File: src/rtl/triangle_scheduler.sv
// Purpose: round-robin arbiter, command FIFO and launch/wait sequencer feeding one triangle_filler.
// Latency: a command accepted into an empty FIFO while idle is popped on the next edge; fill_start follows one cycle later.
// Backpressure: req_ready drops for all requesters while the FIFO is full; a pop in the same cycle does not reopen it.
//
// Ports:
//   clk, reset                  clock and asynchronous active-low reset
//   req_valid/req_ready         per-requester handshake; req_ready is one-hot on the grant
//   req_coords                  54 bits per requester: {y3,x3,y2,x2,y1,x1}, 9 bits each
//   fill_x1..fill_y3            coordinates to the filler, held from LAUNCH through WAIT
//   fill_start                  one-cycle start pulse to the filler
//   fill_done                   filler done level; its rising edge marks completion
//   busy                        FIFO non-empty or a command is in flight
//   queue_level                 FIFO occupancy
//   tri_count                   completed triangles, wraps at 16 bits
//   timeout_err                 sticky flag, set when a command is abandoned after TIMEOUT wait cycles
module triangle_scheduler #(
    parameter int NUM_REQ = 2,
    parameter int DEPTH   = 4,
    parameter int TIMEOUT = 65535
) (
    input  logic                       clk,
    input  logic                       reset,
    input  logic [NUM_REQ-1:0]         req_valid,
    output logic [NUM_REQ-1:0]         req_ready,
    input  logic [54*NUM_REQ-1:0]      req_coords,
    output logic [8:0]                 fill_x1,
    output logic [8:0]                 fill_y1,
    output logic [8:0]                 fill_x2,
    output logic [8:0]                 fill_y2,
    output logic [8:0]                 fill_x3,
    output logic [8:0]                 fill_y3,
    output logic                       fill_start,
    input  logic                       fill_done,
    output logic                       busy,
    output logic [$clog2(DEPTH+1)-1:0] queue_level,
    output logic [15:0]                tri_count,
    output logic                       timeout_err
);

    localparam int QW = $clog2(DEPTH + 1);
    localparam int PW = $clog2(DEPTH);
    localparam int RW = (NUM_REQ > 1) ? $clog2(NUM_REQ) : 1;
    // wait_cnt holds the number of WAIT cycles already spent, so the
    // abort fires in the TIMEOUT-th WAIT cycle.
    localparam logic [15:0] WAIT_LAST = 16'(TIMEOUT - 1);

    typedef enum logic [1:0] {
        S_IDLE   = 2'd0,
        S_LAUNCH = 2'd1,
        S_WAIT   = 2'd2
    } state_t;

    state_t        state, state_nxt;
    logic [RW-1:0] rr_ptr;
    logic [RW-1:0] grant_idx;
    logic [RW-1:0] cand;
    logic          grant_vld;
    logic          push;
    logic          pop;
    logic [53:0]   push_dat;
    logic [53:0]   mem [DEPTH];
    logic [PW-1:0] wr_ptr;
    logic [PW-1:0] rd_ptr;
    logic          done_q;
    logic          done_rise;
    logic [15:0]   wait_cnt;
    logic          complete;
    logic          abort;
    logic          cnt_clr;
    logic          cnt_inc;

    // Round-robin scan starting at rr_ptr; first valid requester wins.
    always_comb begin
        grant_vld = 1'b0;
        grant_idx = '0;
        cand      = '0;
        if (queue_level < QW'(DEPTH)) begin
            for (int k = 0; k < NUM_REQ; k++) begin
                cand = RW'((32'(rr_ptr) + k) % NUM_REQ);
                if (!grant_vld && req_valid[cand]) begin
                    grant_vld = 1'b1;
                    grant_idx = cand;
                end
            end
        end
    end

    assign req_ready = grant_vld ? (NUM_REQ'(1) << grant_idx) : '0;
    // Ready is only raised for a valid requester, so a grant is a transfer.
    assign push      = grant_vld;
    assign push_dat  = req_coords[grant_idx*54 +: 54];

    always_ff @(posedge clk or negedge reset) begin
        if (!reset) begin
            rr_ptr <= '0;
        end else if (push) begin
            rr_ptr <= (grant_idx == RW'(NUM_REQ - 1)) ? '0 : grant_idx + 1'b1;
        end
    end

    // Command FIFO storage; contents are don't-care until written.
    always_ff @(posedge clk) begin
        if (push) begin
            mem[wr_ptr] <= push_dat;
        end
    end

    always_ff @(posedge clk or negedge reset) begin
        if (!reset) begin
            wr_ptr      <= '0;
            rd_ptr      <= '0;
            queue_level <= '0;
        end else begin
            if (push) wr_ptr <= wr_ptr + 1'b1;
            if (pop)  rd_ptr <= rd_ptr + 1'b1;
            case ({push, pop})
                2'b10:   queue_level <= queue_level + QW'(1);
                2'b01:   queue_level <= queue_level - QW'(1);
                default: queue_level <= queue_level;
            endcase
        end
    end

    assign done_rise = fill_done & ~done_q;
    assign busy      = (state != S_IDLE) || (queue_level != '0);

    always_ff @(posedge clk or negedge reset) begin
        if (!reset) begin
            state <= S_IDLE;
        end else begin
            state <= state_nxt;
        end
    end

    always_comb begin
        state_nxt  = state;
        pop        = 1'b0;
        complete   = 1'b0;
        abort      = 1'b0;
        cnt_clr    = 1'b0;
        cnt_inc    = 1'b0;
        fill_start = 1'b0;
        case (state)
            S_IDLE: begin
                if (queue_level != '0) begin
                    pop       = 1'b1;
                    state_nxt = S_LAUNCH;
                end
            end
            S_LAUNCH: begin
                fill_start = 1'b1;
                // A filler that finishes within the start cycle still counts.
                if (done_rise) begin
                    complete  = 1'b1;
                    state_nxt = S_IDLE;
                end else begin
                    cnt_clr   = 1'b1;
                    state_nxt = S_WAIT;
                end
            end
            S_WAIT: begin
                if (done_rise) begin
                    complete  = 1'b1;
                    state_nxt = S_IDLE;
                end else if (wait_cnt == WAIT_LAST) begin
                    abort     = 1'b1;
                    state_nxt = S_IDLE;
                end else begin
                    cnt_inc   = 1'b1;
                end
            end
            default: state_nxt = S_IDLE;
        endcase
    end

    always_ff @(posedge clk or negedge reset) begin
        if (!reset) begin
            done_q      <= 1'b0;
            wait_cnt    <= '0;
            tri_count   <= '0;
            timeout_err <= 1'b0;
            fill_x1     <= '0;
            fill_y1     <= '0;
            fill_x2     <= '0;
            fill_y2     <= '0;
            fill_x3     <= '0;
            fill_y3     <= '0;
        end else begin
            done_q <= fill_done;
            if (cnt_clr) begin
                wait_cnt <= '0;
            end else if (cnt_inc) begin
                wait_cnt <= wait_cnt + 16'd1;
            end
            if (complete) tri_count   <= tri_count + 16'd1;
            if (abort)    timeout_err <= 1'b1;
            // Coordinates only move on a pop, so they stay stable for the filler.
            if (pop) begin
                {fill_y3, fill_x3, fill_y2, fill_x2, fill_y1, fill_x1} <= mem[rd_ptr];
            end
        end
    end

endmodule

File: config.mk
export PLATFORM = sky130hd
export DESIGN_NAME = triangle_scheduler
export DESIGN_NICKNAME = d
export VERILOG_FILES = /design/src/rtl/triangle_scheduler.sv
export SDC_FILE = /design/constraint.sdc
export NUM_CORES = 1
export LEC_CHECK = 0
export ABC_AREA = 1
export CAP_MARGIN = 20
export CORE_MARGIN = 2
export CORE_UTILIZATION = 40
export CTS_BUF_LIST = sky130_fd_sc_hd__clkbuf_8
export DETAILED_ROUTE_END_ITERATION = 10
export SETUP_SLACK_MARGIN = 0.2
export SLEW_MARGIN = 10
export SYNTH_ARGS = -nofsm -noshare
export SYNTH_HDL_FRONTEND = slang
export SYNTH_SLANG_ARGS = --single-unit
export TNS_END_PERCENT = 100
File: constraint.sdc
create_clock -name clk -period 3.8 [get_ports clk]
set_clock_uncertainty 0.05 [all_clocks]
set_input_delay 0.38 -clock clk [delete_from_list [all_inputs] [get_ports clk]]
set_output_delay 0.38 -clock clk [all_outputs]
set_load 0.02 [all_outputs]
==> flow_summary.json, run 1 <==
{
  "routedWlPerCell_microns": 15.77,
  "grt_overflow": 0,
  "highest_layer": "met4",
  "pin_count": 191,
  "pwr-share-seq_pct": 41.7,
  "viasPerCell": 4.804,
  "synth_enable_flop_cells": 216,
  "p_per_area_mw_per_mm2": 767.1,
  "grt_antenna_before_repair": 0,
  "ff2ff_path_depth": 4,
  "startpoint_type": "register",
  "drc": 0,
  "fill_cells": 2876,
  "cts_inserted_buffers": 50,
  "largest_reg_flops": 216,
  "min_to": "done_q$_DFF_PN0_",
  "hold_depth": 1,
  "ant_nets": 0,
  "maxSlewViolCount": 0,
  "place_hpwl_mm": 17.83,
  "required_ns": 4.16,
  "die_h_microns": 184.8,
  "p_switching_w": 0.004735,
  "syn2layout_area_growth_pct": 25.94,
  "routed_wirelength_mm": 30.25,
  "clock-root-buffer": "clkbuf_8",
  "place_congestion": 0.7783,
  "p_clk_share_pct": 22.1,
  "rrSetupSlack_ns": 1.06,
  "hp-start": "fill_done",
  "postCtsResizedCells": 0,
  "dr_wl_met3_mm": 1.763,
  "tns_ns": 0,
  "grt_pass1_wl_mm": 47.24,
  "cts_setup_buffers": 0,
  "hold_path_class": "in2reg",
  "track_usage_pct": 17.89,
  "syn_inst": 1238,
  "vias": 9215,
  "synth.net_count": 1363,
  "initialDrtViolationCount": 522,
  "clockBufferDepth": 3,
  "p_comb_share_pct": 36.2,
  "fin_crit_sh_pct": 72.10,
  "dieArea_sq_mm": 0.03414,
  "grt_max_degree": 67,
  "cp.arrival_ns": 3.10,
  "top_register": "mem",
  "core_area_sq_mm": 0.03237,
  "syn_area_per_cell_sq_um": 10.56,
  "drive_above_1_share_pct": 7.249,
  "peakVddDrop_mv": 0.4722,
  "ctsHoldBuffers": 1,
  "syn_area_sq_mm": 0.01307,
  "p_sw_share_pct": 37.50,
  "synth_flop_cell": "edfxtp_1",
  "fmax_mhz": 365.0,
  "fin_hold_ws_ns": 0.2720,
  "cts.sinks": 314,
  "reg_top3": "mem x216, tri_count x16, wait_cnt x16",
  "htreeDepth": 2,
  "worst_slew_pin_slew_ns": 0.8917,
  "grt_pass1_vias": 8858,
  "synth_cell_types": 28,
  "num_antenna_cells": 0,
  "max_cap_viol_count": 0,
  "synthArstFlopShare_pct": 31.21,
  "rsz0062_at_grt": "no",
  "rr_startpoint": "rd_ptr[0]$_DFFE_PN0P_",
  "final_nets": 1559,
  "yosysWarnings": 0,
  "setup_violations": 0,
  "cts_tree": "built",
  "cp_max_fo": 66,
  "yosysSeqAreaShare_pct": 68.38,
  "final_hold_viol_count": 0,
  "io_buffers": 190,
  "r2r-end": "fill_y1[6]$_DFFE_PN0P_",
  "clk_latency_ns": 0.59,
  "dr.pass1.iters": 5,
  "start_util_pct": 40.38,
  "met2WireLength_mm": 14.29,
  "status": "finished, final reports clean",
  "cp-end-kind": "register",
  "period_needed_ns": 2.740,
  "clk_pin_slew_ns": 0.06,
  "crit_type": "reg2reg",
  "leakagePower_nw": 6.423,
  "synth_seq_cells": 314,
  "max-slew-margin-rel_pct": 40.56,
  "p_int_w": 0.007893,
  "utilization_pct": 50.85,
  "wl_met1_mm": 13.72,
  "die_w_microns": 184.8,
  "rows": 66
}
## power groups by stage
stage	combinational (W)	sequential [W]	clock [W]
2_1_floorplan	0.00255	0.00555	0
3_3_place_gp	0.00454	0.00533	0
3_5_place_dp	0.00464	0.00533	0
4_1_cts	0.00465	0.00527	0.00288
5_1_grt	0.00512	0.00536	0.00303
6_report	0.00458	0.00526	0.00279
## synthesized netlist by cell type, types with 11 or more instances
cell type	number	share of area, %
nor2_1	299	8.6
nand2_1	257	7.4
edfxtp_1	216	50
o21ai_0	114	4.4
dfrtp_1	98	19
a31oi_1	55	2.6
inv_1	45	1.3
clkbuf_1	33	0.95
buf_2	22	0.84
nand3_1	21	0.80
nand4_1	20	0.96
ha_1	11	1.1
## through the flow
step                      std cells  setup WS (ns)  instance area, sq um  power (W)
final                          1918          1.060                 16460    0.01263
after detailed placement       1823          1.022                 15470   0.009978
after floorplan                1238        0.07088                 13070   0.008108
after global placement         1822          1.100                 15450   0.009869
after global routing           1918         0.7429                 16460    0.01351
after CTS                      1918         0.9742                 16460    0.01280
## layout make-up
class | instances | area [sq um] | area share [%]
Tap cell | 442 | 553.0 | 3.359
Clock inverter | 40 | 242.7 | 1.475
Timing Repair Buffer | 205 | 2052 | 12.46
Inverter | 47 | 177.7 | 1.079
Clock buffer | 54 | 743.2 | 4.515
Sequential cell | 314 | 8944 | 54.33
Multi-Input combinational cell | 816 | 3750 | 22.78
## layer usage
layer,up-vias,global-route usage [%]
met3,38,3.913
met5,-,0
met4,0,5.206
met1,4363,23.67
met2,234,29.69
li1,4580,-
## worst max-delay path, stage by stage, from the launching register on
cell and delay [ns]:
dfrtp_4 0.78, clkinv_2 0.83, buf_4 0.56, o21ai_0 0.22, a31oi_1 0.10
## worst max path at each step
stage	start	end	slack, ns	depth (start not counted)
floorplan	queue_level[2]$_DFFE_PN0P_	mem[0][0]$_DFFE_PP_	0.07	4
global placement	rd_ptr[0]$_DFFE_PN0P_	fill_y1[1]$_DFFE_PN0P_	1.10	4
detailed placement	rd_ptr[0]$_DFFE_PN0P_	fill_y1[6]$_DFFE_PN0P_	1.02	4
CTS	rd_ptr[0]$_DFFE_PN0P_	fill_y1[6]$_DFFE_PN0P_	0.97	4
global route	rd_ptr[0]$_DFFE_PN0P_	fill_y1[7]$_DFFE_PN0P_	0.74	4
finish	rd_ptr[0]$_DFFE_PN0P_	fill_y1[6]$_DFFE_PN0P_	1.06	4
## logic make-up after synthesis
group | count (synthesis) | share of synthesized area, %
flip-flops | 314 | 68.38
adder cells (fa/ha/maj) | 12 | 1.206
AND/OR/NAND/NOR | 612 | 18.60
XOR/XNOR | 16 | 1.072
AO/OA/AOI/OAI | 176 | 7.371
buffers and inverters | 108 | 3.369
## cells in the final DEF (no fill, tap or decap), types with 3 or more instances in the layout
master / Yosys / layout
nor2_1: 299 / 295
nand2_1: 257 / 257
nand4_1: 20 / 20
clkdlybuf4s50_1: 0 / 189
edfxtp_1: 216 / 216
inv_1: 45 / 61
clkbuf_8: 0 / 54
clkinv_1: 0 / 9
o21ai_0: 114 / 113
buf_4: 0 / 12
or2_2: 5 / 5
a31oi_1: 55 / 54
xnor2_1: 7 / 7
clkinv_2: 0 / 10
ha_1: 11 / 11
xor2_1: 9 / 9
o21bai_1: 3 / 3
nor2_4: 2 / 6
buf_12: 0 / 3
nor3_1: 3 / 3
nand3_1: 21 / 20
dfrtp_1: 98 / 96
Note: power is estimated with default switching activity, not from simulation.
==> inputs of run 2 (changes only) <==
==> constraint.sdc (replaced) <==
create_clock -name clk -period 2.4 [get_ports clk]
set_clock_uncertainty 0.05 [all_clocks]
set_input_delay 0.24 -clock clk [delete_from_list [all_inputs] [get_ports clk]]
set_output_delay 0.24 -clock clk [all_outputs]
set_load 0.02 [all_outputs]
==> run 2 against run 1 <==
- sequential power up 56%
- highest routed layer unchanged
- via count up 2.2%
- register-to-register slack worse by 0.72 ns
- utilization up 0.60 points
- clock-buffer cell count up 8
==> flow_summary.json, run 2 (synthesis gave the netlist of run 1 again) <==
{
  "status": "finished, final reports clean",
  "tns_ns": 0,
  "cp_max_fo": 5,
  "ff2ff_path_depth": 10,
  "place_ws_ns": 0.3348,
  "place_area_sq_mm": 0.01565,
  "setup_ws_ns": 0.3346,
  "rsz0062_at_grt": "no",
  "cts_tree": "built",
  "die_h_microns": 184.8,
  "place_hpwl_mm": 18.59,
  "final_area_sq_mm": 0.01666,
  "rr_startpoint": "state[0]$_DFFE_PN0P_",
  "grt_overflow": 0,
  "die_w_microns": 184.8,
  "crit_end": "req_ready[1]",
  "crit_type": "reg2out",
  "final_hold_viol_count": 0,
  "max_cap_viol_count": 0,
  "drive_above_1_share_pct": 7.951,
  "syn2layout_area_growth_pct": 27.43,
  "worst_slew_pin_slew_ns": 0.7855,
  "clockBufferDepth": 3,
  "p_per_area_mw_per_mm2": 1210,
  "dieArea_sq_mm": 0.03414,
  "htreeDepth": 2,
  "fill_cells": 2907,
  "viasPerCell": 4.888,
  "cp.arrival_ns": 1.78,
  "pin_count": 191,
  "num_antenna_cells": 0,
  "core_area_sq_mm": 0.03237,
  "io_buffers": 190,
  "largest_reg_flops": 216,
  "top_register": "mem",
  "place_congestion": 0.7847,
  "drc": 0,
  "clk_pin_slew_ns": 0.06,
  "maxSlewViolCount": 0,
  "start_util_pct": 40.38,
  "cp-end-kind": "output port",
  "clock-root-buffer": "clkbuf_8",
  "grt_max_degree": 112,
  "grt_pass1_wl_mm": 49.66,
  "routedWlPerCell_microns": 16.57,
  "initialDrtViolationCount": 682,
  "layout_common_cells": "nor2_1, nand2_1, edfxtp_1",
  "hold_path_class": "in2async",
  "layout_commonest_cell": "nor2_1",
  "peakVddDrop_mv": 0.7670,
  "dr.pass1.iters": 5,
  "ant_nets": 0,
  "critPathLaunch": "queue_level[2]$_DFFE_PN0P_",
  "fin_crit_sh_pct": 86.06,
  "grt_antenna_before_repair": 0,
  "track_usage_pct": 18.95,
  "period_needed_ns": 2.065,
  "grt_pass1_vias": 9266,
  "setup_violations": 0,
  "required_ns": 2.11,
  "r2r-end": "queue_level[2]$_DFFE_PN0P_",
  "max-slew-margin-rel_pct": 47.63,
  "startpoint_type": "register",
  "cts_inserted_buffers": 51,
  "routed_wirelength_mm": 31.91,
  "fmax_mhz": 484.2,
  "final_nets": 1567,
  "vias": 9414,
  "rows": 66,
  "rrSetupSlack_ns": 0.34,
  "reg_top3": "mem x216, tri_count x16, wait_cnt x16",
  "cts.sinks": 314,
  "clk_latency_ns": 0.56,
  "leakagePower_nw": 6.520
}
==> run 2: cell count changes in the layout (fill, tap and decap cells not counted), sizes merged <==
cell / previous run / this run
dlygate4sd2: 0 / 2
clkdlybuf4s50: 189 / 185
dlymetal6s2s: 0 / 1
clkinv: 19 / 14
clkdlybuf4s15: 0 / 1
bufinv: 2 / 0
buf: 15 / 22
clkbuf: 54 / 62
==> run 2: critical path, stage by stage (launching register included) <==
cell and delay, ns:
dfrtp_2 0.40, inv_2 0.13, nand3_2 0.10, inv_2 0.13, dlygate4sd2_1 0.47
==> run 2: report_power, final <==
part	internal, W	switching [W]	total, W
combinational	0.00278	0.00486	0.00764
clock	0.00234	0.00199	0.00433
sequential	0.00757	0.000616	0.00819
==> run 2: worst min path at each step <==
stage	cells after the start	end	startpoint	slack [ns]
2_1_floorplan	0	done_q$_DFF_PN0_	reset	-0.11
3_3_place_gp	1	fill_y2[8]$_DFFE_PN0P_	reset	0.22
3_5_place_dp	1	queue_level[0]$_DFFE_PN0P_	reset	0.23
4_1_cts	1	done_q$_DFF_PN0_	fill_done	0.15
5_1_grt	1	done_q$_DFF_PN0_	fill_done	0.16
6_report	2	fill_x3[5]$_DFFE_PN0P_	reset	0.17
==> run 2: per-stage QoR <==
| stage | cells | hold slack, ns | utilization, % | total power [W] |
|---|---|---|---|---|
| after global placement | 1830 | 0.2218 | 48.35 | 0.01593 |
| after global routing | 1926 | 0.1617 | 51.46 | 0.02160 |
| after floorplan | 1238 | -0.1056 | - | 0.01288 |
| final | 1926 | 0.1728 | 51.46 | 0.02016 |
| after CTS | 1926 | 0.1541 | 51.45 | 0.02049 |
| after detailed placement | 1830 | 0.2253 | 48.35 | 0.01610 |
==> run 2: area by class of cell <==
cell class,instances,area (sq um),area share (%)
Clock buffer,62,853.3,5.123
Clock inverter,33,141.4,0.8488
Inverter,47,177.7,1.067
Multi-Input combinational cell,816,3745,22.48
Sequential cell,314,8945,53.70
Tap cell,442,553.0,3.320
Timing Repair Buffer,212,2242,13.46
==> run 2: metal layers <==
| metal | routed length, microns | share of wire, % | vias up | track usage [%] |
|---|---|---|---|---|
| li1 | - | - | 4594 | - |
| met1 | 14200 | 45 | 4507 | 25.32 |
| met2 | 15190 | 48 | 267 | 31.43 |
| met3 | 2020 | 6.3 | 46 | 4.306 |
| met4 | 495 | 1.6 | 0 | 4.794 |
| met5 | 0 | 0 | - | 0 |
==> run 2: timing repair <==
item                                    in CTS  in global routing
endpoints found under the setup margin       3                  2
hold buffers                                 1                  0
buffers inserted                             0                  0
gates resized for setup                      3                  2
endpoints found under the hold margin       30                  0
pin swaps                                    0                  0
